<file path="config.mk">
export PLATFORM = sky130hd
export DESIGN_NAME = lasso_seq
export DESIGN_NICKNAME = d
export VERILOG_FILES = /design/src/rtl/ppg_pkg.sv /design/src/rtl/seq_timer.sv /design/src/rtl/lasso_seq.sv
export SDC_FILE = /design/constraint.sdc
export NUM_CORES = 1
export LEC_CHECK = 0
export BUFFER_PORTS_ARGS = -buffer_cell sky130_fd_sc_hd__buf_2
export CAP_MARGIN = 0
export CELL_PAD_IN_SITES_DETAIL_PLACEMENT = 2
export CELL_PAD_IN_SITES_GLOBAL_PLACEMENT = 2
export CORE_UTILIZATION = 37
export CTS_CLUSTER_SIZE = 28
export DETAILED_ROUTE_END_ITERATION = 8
export PLACE_DENSITY = 0.82
export SYNTH_ARGS = -nofsm -noshare
export SYNTH_HDL_FRONTEND = slang
export SYNTH_SLANG_ARGS = --single-unit
</file>
<file path="constraint.sdc">
create_clock -name clk -period 6 [get_ports clk]
set_clock_uncertainty 0.05 [all_clocks]
set_input_delay 0.9 -clock clk [delete_from_list [all_inputs] [get_ports clk]]
set_output_delay 0.9 -clock clk [all_outputs]
set_load 0.01 [all_outputs]
</file>
<file path="src/rtl/ppg_pkg.sv">
// Shared definitions for the lasso sequencer: state encoding, error codes,
// default timeouts and a small state-classification helper.
package ppg_pkg;

  typedef enum logic [2:0] {
    IDLE   = 3'd0,
    DOT_ST = 3'd1,
    DOT_WT = 3'd2,
    GAP_WT = 3'd3,
    LAS_ST = 3'd4,
    LAS_WT = 3'd5,
    DONE   = 3'd6,
    ERR    = 3'd7
  } state_t;

  localparam logic [1:0] ERR_NONE    = 2'b00;
  localparam logic [1:0] ERR_DOT_TMO = 2'b01;
  localparam logic [1:0] ERR_LAS_TMO = 2'b10;
  localparam logic [1:0] ERR_ABORT   = 2'b11;

  localparam int DEF_DOT_TMO   = 1000;
  localparam int DEF_LASSO_TMO = 100000;
  localparam int DEF_GAP       = 1;

  // A run is in progress in every state except the three resting states.
  function automatic logic is_busy(input state_t s);
    return !((s == IDLE) || (s == DONE) || (s == ERR));
  endfunction

endpackage

</file>
<file path="src/rtl/seq_timer.sv">
// Saturating wait timer: clears to zero, counts while enabled and stops at
// the limit; o_hit flags that the limit has been reached.
module seq_timer #(
  parameter int W = 8
) (
  input  logic         clk,
  input  logic         rst,
  input  logic         i_clr,
  input  logic         i_en,
  input  logic [W-1:0] i_limit,
  output logic [W-1:0] o_count,
  output logic         o_hit
);

  logic [W-1:0] r_count;

  // Count register: clear has priority, counting saturates at the limit.
  always_ff @(posedge clk) begin
    if (rst) begin
      r_count <= '0;
    end else if (i_clr) begin
      r_count <= '0;
    end else if (i_en && (r_count != i_limit)) begin
      r_count <= r_count + {{(W-1){1'b0}}, 1'b1};
    end else begin
      r_count <= r_count;
    end
  end

  assign o_count = r_count;
  assign o_hit   = (r_count == i_limit);

endmodule

</file>
<file path="src/rtl/lasso_seq.sv">
// Sequencer that starts the dot engine, waits for it, idles GAP cycles,
// starts the lasso engine and waits for it, with timeouts and abort.
module lasso_seq
  import ppg_pkg::*;
#(
  parameter int DOT_TMO   = DEF_DOT_TMO,
  parameter int LASSO_TMO = DEF_LASSO_TMO,
  parameter int GAP       = DEF_GAP
) (
  input  logic        clk,
  input  logic        rst,
  input  logic        go,
  input  logic        abort,
  output logic        dot_start,
  input  logic        dot_done,
  output logic        lasso_start,
  input  logic        lasso_done,
  output logic        busy,
  output logic        done,
  output logic        err,
  output logic [1:0]  err_code,
  output logic [31:0] run_cycles
);

  localparam int TW = $clog2(LASSO_TMO + 1);

  state_t      r_state;
  state_t      w_next;
  logic [1:0]  w_next_code;
  logic [1:0]  r_err_code;
  logic        r_dot_start;
  logic        r_lasso_start;
  logic        r_busy;
  logic        r_done;
  logic        r_err;
  logic [31:0] r_run_cycles;
  logic [3:0]  r_gap_cnt;
  logic        w_go_acc;
  logic        w_wait;
  logic [TW-1:0] w_limit;
  logic [TW-1:0] w_tmr;
  logic        w_hit;
  logic        w_first;

  assign w_go_acc = go && !is_busy(r_state);
  assign w_wait   = (r_state == DOT_WT) || (r_state == LAS_WT);
  assign w_limit  = (r_state == LAS_WT) ? TW'(LASSO_TMO) : TW'(DOT_TMO);
  // The first wait cycle still sees the done level left over from a previous run.
  assign w_first  = (w_tmr == '0);

  seq_timer #(.W(TW)) u_timer (
    .clk     (clk),
    .rst     (rst),
    .i_clr   (!w_wait),
    .i_en    (w_wait),
    .i_limit (w_limit),
    .o_count (w_tmr),
    .o_hit   (w_hit)
  );

  // Next-state and error-code selection; done beats timeout, abort beats all.
  always_comb begin
    w_next      = r_state;
    w_next_code = r_err_code;
    case (r_state)
      IDLE, DONE, ERR: begin
        if (go) begin
          w_next      = DOT_ST;
          w_next_code = ERR_NONE;
        end else begin
          w_next = r_state;
        end
      end
      DOT_ST: begin
        if (abort) begin
          w_next      = ERR;
          w_next_code = ERR_ABORT;
        end else begin
          w_next = DOT_WT;
        end
      end
      DOT_WT: begin
        if (abort) begin
          w_next      = ERR;
          w_next_code = ERR_ABORT;
        end else if (dot_done && !w_first) begin
          w_next = GAP_WT;
        end else if (w_hit) begin
          w_next      = ERR;
          w_next_code = ERR_DOT_TMO;
        end else begin
          w_next = DOT_WT;
        end
      end
      GAP_WT: begin
        if (abort) begin
          w_next      = ERR;
          w_next_code = ERR_ABORT;
        end else if (r_gap_cnt == 4'(GAP - 1)) begin
          w_next = LAS_ST;
        end else begin
          w_next = GAP_WT;
        end
      end
      LAS_ST: begin
        if (abort) begin
          w_next      = ERR;
          w_next_code = ERR_ABORT;
        end else begin
          w_next = LAS_WT;
        end
      end
      LAS_WT: begin
        if (abort) begin
          w_next      = ERR;
          w_next_code = ERR_ABORT;
        end else if (lasso_done && !w_first) begin
          w_next = DONE;
        end else if (w_hit) begin
          w_next      = ERR;
          w_next_code = ERR_LAS_TMO;
        end else begin
          w_next = LAS_WT;
        end
      end
      default: begin
        w_next      = IDLE;
        w_next_code = ERR_NONE;
      end
    endcase
  end

  // State register and registered outputs decoded from the upcoming state.
  always_ff @(posedge clk) begin
    if (rst) begin
      r_state       <= IDLE;
      r_err_code    <= ERR_NONE;
      r_dot_start   <= 1'b0;
      r_lasso_start <= 1'b0;
      r_busy        <= 1'b0;
    end else begin
      r_state       <= w_next;
      r_err_code    <= w_next_code;
      r_dot_start   <= (w_next == DOT_ST);
      r_lasso_start <= (w_next == LAS_ST);
      r_busy        <= is_busy(w_next);
    end
  end

  // Completion flags: set one cycle after DONE/ERR entry, cleared by a new run.
  always_ff @(posedge clk) begin
    if (rst) begin
      r_done <= 1'b0;
      r_err  <= 1'b0;
    end else if (w_go_acc) begin
      r_done <= 1'b0;
      r_err  <= 1'b0;
    end else begin
      r_done <= r_done || (r_state == DONE);
      r_err  <= r_err || (r_state == ERR);
    end
  end

  // Run length: the accepting cycle counts as one, then every busy cycle adds one.
  always_ff @(posedge clk) begin
    if (rst) begin
      r_run_cycles <= 32'd0;
    end else if (w_go_acc) begin
      r_run_cycles <= 32'd1;
    end else if (is_busy(r_state) && (r_run_cycles != 32'hFFFF_FFFF)) begin
      r_run_cycles <= r_run_cycles + 32'd1;
    end else begin
      r_run_cycles <= r_run_cycles;
    end
  end

  // Gap counter: counts cycles spent in GAP_WT, zero elsewhere.
  always_ff @(posedge clk) begin
    if (rst) begin
      r_gap_cnt <= 4'd0;
    end else if (r_state == GAP_WT) begin
      r_gap_cnt <= r_gap_cnt + 4'd1;
    end else begin
      r_gap_cnt <= 4'd0;
    end
  end

  assign dot_start   = r_dot_start;
  assign lasso_start = r_lasso_start;
  assign busy        = r_busy;
  assign done        = r_done;
  assign err         = r_err;
  assign err_code    = r_err_code;
  assign run_cycles  = r_run_cycles;

endmodule

</file>
==> results.py, run 1 <==
metrics = {
    "yosys": {
        "synth_xor_area_frac": 0.09627,
        "synth_fa_ha_area_frac": 0.01965,
        "yosys.area_share.simple": 0.3045,
        "synth_top_family_by_area": "simple AND/OR/NAND/NOR gates",
        "synthCells": 378,
        "mappedNetlistNets": 389,
        "yosysWarnings": 0,
        "yosysUniqueCellTypes": 54,
        "synthMuxAreaShare": 0.009430,
        "synth_compound_area_frac": 0.1328,
        "synth_area_um2": 3184,
        "synthFlopType": "dfxtp_1",
        "syn_avg_cell_area_um2": 8.424,
        "synth-edff-count": 0,
        "postSynth.asyncResetShare": 0,
        "ys_seq_elements": 63,
        "seq_area_frac_synth": 0.3961,
    },
    "worst_setup_path": {
        "reg2reg_from": "r_state[2]$_SDFF_PP0_",
        "arrival_ns": 3.03,
        "cp_num_buf_inv": 0,
        "max_stage_delay_ns": 0.75,
        "worstSetupPathType": "flip-flop to flip-flop",
        "crit_start": "r_state[2]$_SDFF_PP0_",
        "crit_chain": "nor3_1 > a21oi_2 > nand4b_1 > or3_1 > a21oi_1",
        "critPathTopFamily": "simple AND/OR/NAND/NOR gates",
        "cpMaxStageDelayCell": "dfxtp_1",
        "cp_max_fo": 19,
        "worst_setup_path_end_kind": "flip-flop",
        "cp-start-kind": "flip-flop",
        "required_ns": 6.22,
    },
    "grt": {
        "antenna_found_initial": 0,
        "grt_pass1_wl_mm": 14.75,
        "grt_util_all_layers": 0.2141,
        "gr-total-overflow": 0,
        "grt_pass1_vias": 2990,
        "grt_max_degree": 34,
    },
    "final_layout": {
        "multi_input_area_um2": 1792,
        "final_common_cell": "dfxtp_1",
        "most-common-layout-cells": "dfxtp_1, nor2_1, buf_2",
        "n_fill_cell": 957,
        "insertedDiodeCount": 0,
        "nets": 429,
        "syn2layout_area_growth_pct": 15.72,
        "regArea_um2": 1261,
        "drive_gt1_frac": 0.1655,
    },
    "route": {
        "avgViaCountPerCell": 5.530,
        "via_count": 2920,
        "drc": 0,
        "drt_first_iter_violations": 41,
        "ant_nets": 0,
        "totalWireLength_mm": 9.034,
        "dr.pass1.iters": 4,
        "avgRoutedWirePerCell_um": 17.11,
    },
    "place": {
        "port_buffers": 44,
        "gp_congestion": 0.7851,
        "dpl_worst_slack_ns": 3.200,
        "post-dp-hpwl_mm": 6.292,
    },
    "floorplan": {
        "initial_core_util": 0.3856,
        "pin_count": 45,
        "die_area_um2": 8981,
        "core_area_um2": 8258,
        "die_h_um": 94.77,
        "die_w_um": 94.77,
        "num_rows": 33,
    },
    "cts": {
        "cts_root_buf": "clkbuf_8",
        "clkTransAtPathRegs_ns": 0.08,
        "post_cts_buffers": 0,
        "cts_tree": "done",
        "cts_hold_buf": 0,
        "numCtsBuffers": 9,
        "htreeDepth": 3,
        "clockBufferDepth": 2,
        "clock_latency_ns": 0.36,
        "cts_resized": 0,
        "cts_sinks": 63,
    },
    "hold_path": {
        "min_path_type": "flip-flop to flip-flop",
        "hp-start": "r_gap_cnt[0]$_SDFF_PP0_",
    },
    "outcome": {
        "status": "finished clean",
    },
    "sta": {
        "worstMarginPinSlew_ns": 1.154,
        "period_needed_ns": 2.801,
        "worst_slack_ns": 3.199,
        "slew_headroom": 0.2308,
        "hold_viol": 0,
        "max_freq_mhz": 357.0,
        "setup_tns_ns": 0,
        "setup-violations-final": 0,
        "period_share": 0.4669,
        "rsz0062_at_grt": "no",
        "slew_violations": 0,
    },
    "pwr": {
        "power.leakage_nw": 1.372,
        "ir_drop_mv": 0.1319,
        "powerDensity_nw_per_um2": 341.0,
    },
    "flow_run": {
        "maxCapViolCount": 0,
    },
}
per-stage QoR:
step | total power [mW] | instance area, um2 | hold slack (ns) | util | cells
floorplan | 0.7539 | 3184 | 0.3800 | - | 378
global placement | 0.8138 | 3461 | 0.3976 | 0.4191 | 512
detailed placement | 0.8303 | 3461 | 0.4113 | 0.4191 | 512
CTS | 1.269 | 3685 | 0.4248 | 0.4462 | 528
global route | 1.327 | 3685 | 0.4411 | 0.4462 | 528
finish | 1.257 | 3685 | 0.4219 | 0.4462 | 528
per-layer routing:
metal  vias up  wire (um)  global-route usage
met5         -          0                   0
met4         0        136             0.07576
met3        11        205             0.04106
met2        32       4615              0.3795
met1      1454       4077              0.2555
li1       1423          -                   -
cells by family (layout without fill, tap and decap cells):
| kind of cell | count (synthesis) | count (layout) |
|---|---|---|
| XOR/XNOR | 35 | 35 |
| flip-flops | 63 | 63 |
| multiplexers | 3 | 3 |
| buffers and inverters | 29 | 74 |
| AND/OR/NAND/NOR | 179 | 179 |
| AO/OA/AOI/OAI | 64 | 64 |
| adder cells (fa/ha/maj) | 5 | 5 |
final timing paths:
| check | endpoint | slack, ns | cells past startpoint |
|---|---|---|---|
| max | run_cycles[20]$_SDFFE_PP0P_ | 3.20 | 5 |
| min | r_gap_cnt[0]$_SDFF_PP0_ | 0.42 | 1 |
| max reg2reg | run_cycles[20]$_SDFFE_PP0P_ | 3.20 | 5 |
| min reg2reg | r_gap_cnt[0]$_SDFF_PP0_ | 0.42 | 1 |
where the power goes:
| group | leakage, nW | total (mW) | switching [mW] | internal, mW |
|---|---|---|---|---|
| logic | 0.749 | 0.316 | 0.196 | 0.120 |
| registers | 0.510 | 0.510 | 0.0596 | 0.451 |
| clock network | 0.114 | 0.430 | 0.174 | 0.257 |
| total | 1.37 | 1.26 | 0.430 | 0.827 |
sequential cells by signal (all words and copies together), names as in the netlist:
signal,cells
run_cycles,32
u_timer.o_count,17
r_gap_cnt,4
r_state,3
err_code,2
busy,1
done,1
dot_start,1
err,1
lasso_start,1
synth_stat cells, types with 2 or more instances:
library cell / count / area [um2]
inv_1: 13 / 48.80
ha_1: 5 / 62.56
nor4_1: 4 / 25.02
mux2i_1: 3 / 30.03
dfxtp_1: 63 / 1261
and4_1: 9 / 78.83
nor2_1: 55 / 206.5
buf_6: 2 / 22.52
o21bai_1: 2 / 15.01
nor2b_1: 3 / 18.77
clkbuf_1: 9 / 33.78
nand2_1: 20 / 75.07
nor3_2: 3 / 30.03
and3_1: 10 / 62.56
xor2_1: 18 / 157.7
o31a_1: 2 / 17.52
o2111ai_1: 2 / 17.52
a21oi_2: 2 / 17.52
a211o_1: 2 / 17.52
a21oi_1: 21 / 105.1
nor4b_1: 2 / 17.52
and2_1: 4 / 25.02
o211ai_1: 2 / 15.01
a21o_1: 2 / 15.01
nor3b_1: 2 / 15.01
a31oi_1: 2 / 12.51
nand4_1: 10 / 62.56
xnor2_1: 17 / 148.9
nor3_1: 11 / 55.05
nand2b_1: 6 / 37.54
buf_2: 3 / 15.01
or3_1: 11 / 68.82
o21ai_0: 15 / 75.07
nand3_1: 22 / 110.1
o21a_1: 2 / 15.01
worst register-to-register path, cell delays in order, from the launching register on:
cell	delay, ns
dfxtp_1	0.75
nor3_1	0.18
a21oi_2	0.62
nand4b_1	0.51
or3_1	0.47
a21oi_1	0.15
area by class of cell:
type	instances	area share
Timing Repair Buffer	45	0.06180
Tap cell	105	0.03565
Multi-Input combinational cell	286	0.4862
Clock inverter	3	0.01766
Clock buffer	13	0.04312
Inverter	13	0.01324
Sequential cell	63	0.3423
Note: power is estimated with default switching activity, not from simulation.
==> run 2: changes to the inputs <==
- ABC_AREA: not set -> 1
- CORE_UTILIZATION: 37 -> 29
- PLACE_DENSITY: 0.82 -> 0.73
- clock period: 6 -> 2.5 ns (I/O delays scaled with it)
==> results.py, run 2 <==
metrics = {
    "hold_path": {
        "min_path_type": "input pin to flip-flop",
        "min_path_cells": 2,
        "hold_end": "r_state[0]$_SDFF_PP0_",
        "hp-start": "rst",
    },
    "pwr": {
        "power_switching_mw": 1.242,
        "sequentialPowerShare": 0.337,
        "p_int_mw": 2.143,
        "power.leakage_nw": 1.814,
        "clockPowerShare": 0.387,
        "ir_drop_mv": 0.3384,
        "combPwrFrac": 0.276,
        "p_sw_frac": 0.3670,
        "powerDensity_nw_per_um2": 765.9,
        "p_total_mw": 3.386,
    },
    "yosys": {
        "postSynth.asyncResetShare": 0,
        "synth_top_area_frac": 0.3371,
        "synthTopCellsByCount": "nand2_1, nor2_1, inv_1",
        "syn_avg_cell_area_um2": 6.621,
        "synthCells": 565,
        "yosysWarnings": 0,
        "synth_area_um2": 3741,
        "netlist_top_cells_area": "dfxtp_1, nand2_1, nor2_1",
        "synth-edff-count": 0,
        "yosysUniqueCellTypes": 39,
        "synth_top_area_cell": "dfxtp_1",
        "seq_area_frac_synth": 0.3371,
        "yosysMostFrequentCell": "nand2_1",
        "ys_seq_elements": 63,
        "synthFlopType": "dfxtp_1",
        "mappedNetlistNets": 576,
    },
    "cts": {
        "cts_hold_buf": 0,
        "cts_resized": 0,
        "clock_latency_ns": 0.35,
        "cts_root_buf": "clkbuf_16",
        "post_cts_buffers": 0,
        "cts_tree": "done",
        "clockBufferDepth": 2,
        "cts_sinks": 63,
        "numCtsBuffers": 9,
        "htreeDepth": 3,
        "clkTransAtPathRegs_ns": 0.06,
    },
    "route": {
        "drc": 0,
        "avgRoutedWirePerCell_um": 15.37,
        "avgViaCountPerCell": 4.881,
        "via_count": 3851,
        "dr.pass1.iters": 4,
        "totalWireLength_mm": 12.13,
        "drt_first_iter_violations": 108,
        "ant_nets": 0,
    },
    "sta": {
        "worstMarginPinSlew_ns": 0.6497,
        "period_needed_ns": 2.141,
        "setup_tns_ns": 0,
        "setup-violations-final": 0,
        "worst_slack_ns": 0.3589,
        "max_freq_mhz": 467.1,
        "rsz0062_at_grt": "no",
        "hold_viol": 0,
        "slew_violations": 0,
        "slew_headroom": 0.5658,
        "period_share": 0.8564,
    },
    "worst_setup_path": {
        "required_ns": 2.69,
        "worst_setup_path_end_kind": "flip-flop",
        "r2r_slack_ns": 0.36,
        "cp_num_buf_inv": 1,
        "reg2reg_depth": 10,
        "crit_cells": 10,
        "worstSetupPathType": "flip-flop to flip-flop",
        "cp_max_fo": 13,
        "cpMaxStageDelayCell": "dfxtp_1",
        "arrival_ns": 2.33,
        "max_stage_delay_ns": 0.55,
        "reg2reg_from": "r_state[0]$_SDFF_PP0_",
        "cp-start-kind": "flip-flop",
        "crit_chain": "nand3_1 > nand3_1 > nand2_1 > nand3_2 > nand2_2 > inv_2 > nand2_1 > nor2_1 > a21oi_1 > and2_1",
        "reg2reg_to": "u_timer.o_count[5]$_SDFFE_PP0P_",
        "critPathTopFamily": "simple AND/OR/NAND/NOR gates",
    },
    "final_layout": {
        "multi_input_area_um2": 2098,
        "largest_reg_flops": 32,
        "drive_gt1_frac": 0.1588,
        "insertedDiodeCount": 0,
        "nets": 623,
        "most-common-layout-cells": "nand2_1, nor2_1, inv_1",
        "regArea_um2": 1261,
        "n_fill_cell": 1605,
        "final_common_cell": "nand2_1",
        "syn2layout_area_growth_pct": 18.16,
    },
    "floorplan": {
        "die_area_um2": 13360,
        "core_area_um2": 12620,
        "die_w_um": 115.6,
        "pin_count": 45,
        "num_rows": 41,
        "initial_core_util": 0.2965,
        "die_h_um": 115.6,
    },
    "grt": {
        "grt_pass1_wl_mm": 20.47,
        "antenna_found_initial": 0,
        "grt-busiest-layer": "met2",
        "grt_util_all_layers": 0.1993,
        "grtUsageMet1": 0.2266,
        "grtUsageMet3": 0.03400,
        "grt_max_degree": 19,
        "gr-total-overflow": 0,
        "met2_usage": 0.3665,
        "grt_pass1_vias": 4062,
    },
    "place": {
        "post-dp-hpwl_mm": 9.547,
        "gp_congestion": 0.8270,
        "port_buffers": 44,
        "dpl_worst_slack_ns": 0.3982,
    },
    "flow_run": {
        "maxCapViolCount": 0,
    },
    "outcome": {
        "status": "finished clean",
    },
}
-- run 2: worst max path at each step --
stage | to | startpoint | slack (ns)
after global routing | run_cycles[20]$_SDFFE_PP0P_ | run_cycles[0]$_SDFFE_PP0P_ | 0.08
final | u_timer.o_count[5]$_SDFFE_PP0P_ | r_state[0]$_SDFF_PP0_ | 0.36
after CTS | u_timer.o_count[5]$_SDFFE_PP0P_ | r_state[0]$_SDFF_PP0_ | 0.35
after global placement | u_timer.o_count[5]$_SDFFE_PP0P_ | r_state[0]$_SDFF_PP0_ | 0.54
after detailed placement | u_timer.o_count[5]$_SDFFE_PP0P_ | r_state[0]$_SDFF_PP0_ | 0.40
after floorplan | run_cycles[0]$_SDFFE_PP0P_ | run_cycles[0]$_SDFFE_PP0P_ | 0.78
-- run 2: layer usage --
metal  up-vias  share of wire
met3        18          0.024
met1      1879           0.44
li1       1911              -
met2        43           0.51
met5         -              0
met4         0          0.021
-- run 2: worst register-to-register path: stages, from the launching register on --
cell	delay (ns)
dfxtp_1	0.55
nand3_1	0.24
nand3_1	0.15
nand2_1	0.09
nand3_2	0.09
nand2_2	0.06
inv_2	0.19
nand2_1	0.16
nor2_1	0.19
a21oi_1	0.09
and2_1	0.17
-- run 2: logic make-up (layout without fill, tap and decap cells) --
family / after synthesis / in the layout / share of synthesized area
AND/OR/NAND/NOR: 326 / 326 / 0.4027
buffers and inverters: 87 / 139 / 0.1020
AO/OA/AOI/OAI: 64 / 64 / 0.09465
flip-flops: 63 / 63 / 0.3371
XOR/XNOR: 20 / 20 / 0.04682
adder cells (fa/ha/maj): 5 / 5 / 0.01672
-- run 2: power by group through the flow --
stage               Sequential [mW]  Clock, mW  Combinational (mW)
global placement               1.16          0               0.919
floorplan                      1.15          0               0.727
detailed placement             1.16          0               0.956
finish                         1.14       1.31               0.935
CTS                            1.14       1.35               0.967
global route                   1.15       1.38                1.06
-- run 2: final cells by class --
class,count,area share
multi-input cells,415,0.4747
flip-flops and latches,63,0.2853
inverters,75,0.06482
repair buffers,48,0.05661
clock buffers,10,0.05406
well taps,172,0.04868
clock inverters,6,0.01585
-- run 2: through the flow --
| stage | util | cell area, um2 | hold WS (ns) | cells |
|---|---|---|---|---|
| after floorplan | - | 3741 | 0.3800 | 565 |
| after global placement | 0.3258 | 4111 | 0.3971 | 773 |
| after detailed placement | 0.3258 | 4111 | 0.4198 | 773 |
| after CTS | 0.3503 | 4420 | 0.2675 | 789 |
| after global routing | 0.3503 | 4420 | 0.2774 | 789 |
| final | 0.3503 | 4420 | 0.2757 | 789 |
==> run 3: changes to the inputs <==
- ABC_AREA: 1 -> not set
- CORE_UTILIZATION: 29 -> 31
==> results.py, run 3 (synthesis results as in run 1) <==
metrics = {
    "final_layout": {
        "insertedDiodeCount": 0,
        "largest_reg_flops": 32,
        "syn2layout_area_growth_pct": 19.37,
        "fin_util": 0.3853,
        "final_cell_area_um2": 3801,
        "most-common-layout-cells": "dfxtp_1, nor2_1, buf_2",
        "nets": 441,
        "final_common_cell": "dfxtp_1",
        "drive_gt1_frac": 0.1931,
    },
    "grt": {
        "antenna_found_initial": 0,
        "grt_util_all_layers": 0.1931,
        "gr-total-overflow": 0,
        "grt_pass1_vias": 3134,
        "grt_pass1_wl_mm": 15.63,
        "grt_max_degree": 21,
    },
    "worst_setup_path": {
        "r2r_slack_ns": 0.19,
        "worst_setup_path_end_kind": "flip-flop",
        "worstSetupPathType": "flip-flop to flip-flop",
        "required_ns": 2.73,
        "cp_max_fo": 5,
        "cp-start-kind": "flip-flop",
        "arrival_ns": 2.55,
    },
    "cts": {
        "cts_sinks": 63,
        "clock_latency_ns": 0.35,
        "htreeDepth": 3,
        "cts_tree": "done",
        "cts_hold_buf": 0,
        "clockBufferDepth": 2,
        "clkTransAtPathRegs_ns": 0.07,
        "post_cts_buffers": 0,
        "numCtsBuffers": 9,
        "cts_root_buf": "clkbuf_8",
    },
    "sta": {
        "period_share": 0.9250,
        "hold_viol": 0,
        "slew_headroom": 0.6314,
        "period_needed_ns": 2.312,
        "setup-violations-final": 0,
        "rsz0062_at_grt": "no",
        "max_freq_mhz": 432.5,
        "worstMarginPinSlew_ns": 0.5523,
        "setup_tns_ns": 0,
        "slew_violations": 0,
    },
    "route": {
        "wl_met2_mm": 4.593,
        "totalWireLength_mm": 9.245,
        "via_count": 3015,
        "drt-met1-wl_mm": 4.142,
        "top_layer": "met4",
        "dr.pass1.iters": 4,
        "avgViaCountPerCell": 5.308,
        "met3_length_um": 316,
        "drc": 0,
        "ant_nets": 0,
        "drt_first_iter_violations": 45,
        "avgRoutedWirePerCell_um": 16.28,
    },
    "pwr": {
        "powerDensity_nw_per_um2": 793.1,
        "ir_drop_mv": 0.2882,
        "power.leakage_nw": 1.430,
    },
    "place": {
        "port_buffers": 44,
        "place_area_um2": 3586,
        "post-dp-hpwl_mm": 6.768,
        "gp_congestion": 0.7307,
    },
    "floorplan": {
        "initial_core_util": 0.3228,
        "num_rows": 36,
        "die_area_um2": 10680,
        "die_w_um": 103.4,
        "core_area_um2": 9864,
        "pin_count": 45,
        "die_h_um": 103.4,
    },
    "flow_run": {
        "maxCapViolCount": 0,
    },
    "outcome": {
        "status": "finished clean",
    },
    "hold_path": {
        "min_path_type": "input pin to flip-flop",
    },
}
[run 3: cell type report]
class / instances / area [um2]
fillers: 1136 / 6063
multi-input cells: 286 / 1798
flip-flops and latches: 63 / 1261
repair buffers: 57 / 317.8
clock buffers: 13 / 168.9
well taps: 133 / 166.4
inverters: 13 / 48.80
clock inverters: 3 / 40.04
[run 3: path summary, 6_finish.rpt]
check,cells past startpoint,start,end
max,8,r_gap_cnt[0]$_SDFF_PP0_,busy$_SDFF_PP0_
min reg2reg,2,done$_SDFF_PP0_,done$_SDFF_PP0_
min,2,rst,r_state[0]$_SDFF_PP0_
max reg2reg,8,r_gap_cnt[0]$_SDFF_PP0_,busy$_SDFF_PP0_
[run 3: worst max-delay path, cell delays in order (launching register included)]
cell and delay, ns:
dfxtp_1 0.34, inv_1 0.07, ha_1 0.15, or3b_1 0.40
o311ai_0 0.38, o221ai_1 0.18, nand2b_1 0.24, a211o_1 0.31
a21oi_1 0.11
[run 3: metal layers]
metal  track usage  vias up
li1              -     1453
met1        0.2277     1499
met2        0.3276       48
met3       0.04032       15
met4        0.1062        0
met5             0        -
[run 3: through the flow]
step | setup WS [ns] | cells | total power [mW] | hold WS, ns
4_1_cts | 0.08108 | 568 | 3.067 | 0.3059
6_report | 0.1876 | 568 | 3.015 | 0.3281
3_5_place_dp | 0.1074 | 552 | 2.087 | 0.4113
5_1_grt | 0.001096 | 568 | 3.215 | 0.3228
3_3_place_gp | 0.3078 | 552 | 2.040 | 0.3953
2_1_floorplan | 0.4524 | 378 | 1.809 | 0.3800
[run 3: what timing repair did]
item / CTS / global route
resized for setup: 0 / 1
hold endpoints to repair: 0 / 0
setup endpoints to repair: 0 / 1
[run 3: power by group]
part / total [mW] / leakage (nW) / internal (mW) / switching, mW
sequential: 1.16 / 0.510 / 1.08 / 0.0809
combinational: 0.899 / 0.811 / 0.348 / 0.551
clock: 0.954 / 0.109 / 0.540 / 0.414
total: 3.01 / 1.43 / 1.97 / 1.05
